==> src/rtl/mem_port_arbiter.sv <==
// Two-requester arbiter for the shared memory port of the multicycle core.
// Round-robin grant on contention, fixed-latency access, one-cycle ack per owner.
module mem_port_arbiter #(
  parameter int unsigned AW  = 32,
  parameter int unsigned DW  = 32,
  parameter int unsigned LAT = 2
) (
  input  logic          clk_i,
  input  logic          rst_i,
  input  logic          cpu_req_i,
  input  logic          cpu_we_i,
  input  logic [AW-1:0] cpu_addr_i,
  input  logic [DW-1:0] cpu_wdata_i,
  output logic [DW-1:0] cpu_rdata_o,
  output logic          cpu_ack_o,
  input  logic          ld_req_i,
  input  logic          ld_we_i,
  input  logic [AW-1:0] ld_addr_i,
  input  logic [DW-1:0] ld_wdata_i,
  output logic [DW-1:0] ld_rdata_o,
  output logic          ld_ack_o,
  output logic          mem_en_o,
  output logic          mem_we_o,
  output logic [AW-1:0] mem_addr_o,
  output logic [DW-1:0] mem_wdata_o,
  input  logic [DW-1:0] mem_rdata_i,
  output logic          busy_o
);

  typedef enum logic [1:0] {StIdle, StAccess, StAck} state_e;

  localparam logic [3:0] CntInit = 4'(LAT - 1);

  state_e     state_q;
  logic [3:0] cnt_q;
  logic       owner_ld_q;
  logic       last_ld_q;
  logic       grant_ld;

  // Loader wins when alone, or when both request and the CPU was served last.
  assign grant_ld = ld_req_i && (!cpu_req_i || !last_ld_q);

  always_ff @(posedge clk_i) begin
    if (rst_i) begin
      state_q     <= StIdle;
      cnt_q       <= 4'd0;
      owner_ld_q  <= 1'b0;
      last_ld_q   <= 1'b1;
      mem_en_o    <= 1'b0;
      mem_we_o    <= 1'b0;
      mem_addr_o  <= '0;
      mem_wdata_o <= '0;
      cpu_ack_o   <= 1'b0;
      ld_ack_o    <= 1'b0;
      cpu_rdata_o <= '0;
      ld_rdata_o  <= '0;
      busy_o      <= 1'b0;
    end else begin
      cpu_ack_o <= 1'b0;
      ld_ack_o  <= 1'b0;
      unique case (state_q)
        StIdle: begin
          if (cpu_req_i || ld_req_i) begin
            owner_ld_q  <= grant_ld;
            last_ld_q   <= grant_ld;
            mem_we_o    <= grant_ld ? ld_we_i : cpu_we_i;
            mem_addr_o  <= grant_ld ? ld_addr_i : cpu_addr_i;
            mem_wdata_o <= grant_ld ? ld_wdata_i : cpu_wdata_i;
            cnt_q       <= CntInit;
            mem_en_o    <= 1'b1;
            busy_o      <= 1'b1;
            state_q     <= StAccess;
          end
        end
        StAccess: begin
          if (cnt_q == 4'd0) begin
            if (!mem_we_o) begin
              if (owner_ld_q) ld_rdata_o  <= mem_rdata_i;
              else            cpu_rdata_o <= mem_rdata_i;
            end
            ld_ack_o  <= owner_ld_q;
            cpu_ack_o <= !owner_ld_q;
            mem_en_o  <= 1'b0;
            mem_we_o  <= 1'b0;
            state_q   <= StAck;
          end else begin
            cnt_q <= cnt_q - 4'd1;
          end
        end
        StAck: begin
          busy_o  <= 1'b0;
          state_q <= StIdle;
        end
        default: state_q <= StIdle;
      endcase
    end
  end

endmodule
==> config.mk <==
export PLATFORM = sky130hd
export DESIGN_NAME = mem_port_arbiter
export DESIGN_NICKNAME = d
export VERILOG_FILES = /design/src/rtl/mem_port_arbiter.sv
export SDC_FILE = /design/constraint.sdc
export NUM_CORES = 1
export LEC_CHECK = 0
export CORE_ASPECT_RATIO = 0.5
export CORE_MARGIN = 2
export CORE_UTILIZATION = 43
export DETAILED_ROUTE_END_ITERATION = 10
export GPL_TIMING_DRIVEN = 0
export PLACE_DENSITY_LB_ADDON = 0.1
export SLEW_MARGIN = 20
export SYNTH_ARGS = -nofsm -noshare
export SYNTH_HDL_FRONTEND = slang
export SYNTH_SLANG_ARGS = --single-unit
==> constraint.sdc <==
create_clock -name clk_i -period 3.1 [get_ports clk_i]
set_clock_uncertainty 0.15 [all_clocks]
set_input_delay 0.465 -clock clk_i [delete_from_list [all_inputs] [get_ports clk_i]]
set_output_delay 0.465 -clock clk_i [all_outputs]
set_load 0.02 [all_outputs]
==> flow_summary.yaml <==
flow_run:
  maxCapViolCount: 0
route:
  dr.pass1.iters: 5
  drtAntennaViolNets: 0
  routed_wl_um: 18600
  drcViolationCount: 0
  avgViaCountPerCell: 5.18
  drt-initial-drc-count: 260
  vias: 6069
  wire_per_inst_um: 15.9
run_status:
  status: "completed"
critical_path:
  cp_max_fo: 10
  cp_top_family: "buffers and inverters"
  crit_path_cell_trace: "clkdlybuf4s50_1, or2_2, clkbuf_1, clkbuf_1, a21oi_1, a311oi_1"
  crit_slowest_cell: "clkdlybuf4s50_1"
  required_ns: 3.24
  crit_buf_inv: 3
  crit_top_cell: "clkbuf_1"
  crit_type: "primary input to register"
  cp-end-kind: "register"
  cpPeakStageDelay_ns: 0.56
  critPathLaunchType: "primary input"
  arrival_ns: 2.54
synthesis:
  yosysWarnings: 0
  synth_area_mm2: 0.00580
  syn_avg_cell_area_um2: 8.61
  seq_area_frac_synth_pct: 48.7
  ys_seq_elements: 141
  ys_types: 39
  synth_cells: 674
  synth_fp_nets: 842
min_path:
  min-delay-path-class: "register to register"
clocking:
  insertion_delay_ns: 0.40
  cts_setup_buffers: 0
  ctsHoldBuffers: 0
  cts_max_path_buffers: 2
  cts_tree: "built"
  htreeDepth: 4
  ctsResizeCount: 0
  cts_sinks: 141
  cts_root_buf: "clkbuf_16"
  numCtsBuffers: 17
  clkTransAtPathRegs_ns: 0.06
global_routing:
  grt_pass1_vias: 5960
  grt_first_pass_wirelength_um: 29500
  overflow: 0
  grt_usage_pct: 25.3
  antenna_found_initial: 0
  grt_max_degree: 17
timing:
  fmax_ghz: 0.417
  finalHoldViolations: 0
  worst_pin_slew_ns: 0.795
  slew_headroom_pct: 47.0
  setup_viol: 0
  finalWorstSetupSlack_ns: 0.702
  fin_crit_sh_pct: 77.3
  finalSetupTns_ns: 0
  rsz0062_at_grt: "false"
  hold_slack_ns: 0.307
  slew_violations: 0
  fin_crit_ns: 2.40
pwr:
  powerDensity_mw_per_mm2: 591
  vdd_drop_max_mv: 0.351
  p_leak_nw: 3.76
place:
  hpwl_um: 13900
  routabilityCongestion: 0.851
  io_buffers: 297
  dp_slack_ns: 0.407
floorplan:
  row_count: 29
  coreArea_mm2: 0.0129
  die-area_mm2: 0.0145
  start_util_pct: 44.9
  ios: 299
  die_y_um: 86.1
  die_w_um: 168
layout:
  antenna_cells: 0
  drive_above_1_share_pct: 4.79
  area_growth_syn_to_layout_pct: 65.9
  fin_nets: 1158
[Yosys cell counts (all sizes together)]
cell type | instances | share of area (%)
a21oi | 68 | 5.9
nor2 | 7 | 0.45
a21boi | 1 | 0.13
ha | 2 | 0.43
nor4bb | 1 | 0.17
buf | 21 | 1.7
inv | 4 | 0.26
or2 | 3 | 0.32
a211oi | 2 | 0.26
a31o | 1 | 0.15
nor4 | 1 | 0.22
nand4 | 1 | 0.11
a41o | 1 | 0.17
nor2b | 3 | 0.32
a31oi | 1 | 0.11
a311oi | 64 | 9.7
a21bo | 2 | 0.35
mux2i | 64 | 11
nand2 | 230 | 15
and2 | 1 | 0.11
a221o | 1 | 0.17
nand2b | 1 | 0.11
o31ai | 1 | 0.13
or3b | 2 | 0.35
a32o | 1 | 0.17
o2bb2ai | 1 | 0.15
dfxtp | 141 | 49
nor3 | 1 | 0.086
and3 | 1 | 0.11
nand4b | 1 | 0.15
clkbuf | 39 | 2.5
or4 | 1 | 0.19
nor3b | 2 | 0.26
o21ai | 3 | 0.26
[power by group]
| group | leakage, nW | switching, W | internal (W) |
|---|---|---|---|
| clock network | 0.304 | 0.000830 | 0.00137 |
| logic | 2.30 | 0.000720 | 0.000684 |
| registers | 1.16 | 0.0000965 | 0.00199 |
| total | 3.76 | 0.00165 | 0.00404 |
[registers in the layout, indices dropped and copies added (netlist names)]
signal and cells:
cpu_rdata_o 32, mem_we_o 1, cpu_ack_o 1, mem_addr_o 32, cnt_q 4, mem_wdata_o 32, state_q 2, last_ld_q 1
ld_ack_o 1, busy_o 1, owner_ld_q 1, ld_rdata_o 32, mem_en_o 1
[layer usage]
| layer | global-route usage [%] | vias to the layer above | share of wire (%) |
|---|---|---|---|
| met5 | 0 | - | 0 |
| met1 | 30.1 | 2822 | 43 |
| met4 | 9.09 | 0 | 2.4 |
| li1 | - | 2999 | - |
| met2 | 45.2 | 213 | 49 |
| met3 | 5.91 | 35 | 5.9 |
[cell usage in the layout (no fill, tap or decap), types with 3 or more instances in the layout]
cell type        count
clkdlybuf4s50_1    297
nand2_1            230
dfxtp_1            141
a21oi_1             68
mux2i_1             64
a311oi_1            64
clkbuf_1            39
clkbuf_16           17
buf_1               15
nor2_1               7
bufinv_16            4
inv_1                3
buf_2                3
or2_2                3
nor2b_1              3
o21ai_0              3
clkinv_4             3
inv_6                3
[cell type report]
cell class                      instances  area [um2]
Tap cell                              170         213
Sequential cell                       141        2820
Clock inverter                         14         210
Timing Repair Buffer                  297        2970
Clock buffer                           17         425
Buffer                                 60         244
Inverter                                4        15.0
Multi-Input combinational cell        469        2720
Fill cell                            1008        3290
[worst reg2reg max path: stages, from the launching register on]
cell and delay (ns):
dfxtp_1 0.35, nor2_1 0.34, clkbuf_1 0.41, clkbuf_1 0.42, a21oi_1 0.12, a311oi_1 0.29
[worst paths after layout]
kind                  startpoint              end  slack (ns)  cells past startpoint
setup / recovery       cpu_req_i  mem_wdata_o[21]        0.70                      6
hold / removal    cpu_rdata_o[3]   cpu_rdata_o[3]        0.31                      2
setup reg to reg      state_q[1]   mem_addr_o[21]        0.90                      5
hold reg to reg   cpu_rdata_o[3]   cpu_rdata_o[3]        0.31                      2
[per-stage QoR]
stage / std cells / util [%] / cell area [um2] / total power, W
global route: 1172 / 74.5 / 9620 / 0.00592
global placement: 1141 / 69.6 / 8990 / 0.00350
floorplan: 674 / - / 5800 / 0.00283
detailed placement: 1141 / 69.6 / 8990 / 0.00353
finish: 1172 / 74.5 / 9620 / 0.00569
CTS: 1172 / 74.5 / 9620 / 0.00571
[kinds of logic after synthesis]
kind of cell               count (synthesis)  synth area share [%]
AOI/OAI and AO/OA                        147                  17.6
adders and majority gates                  2                 0.431
buffers and inverters                     64                  4.46
DFF                                      141                  48.7
muxes                                     64                  11.0
and+or+nand+nor                          256                  17.8
Note: power is estimated with default switching activity, not from simulation.
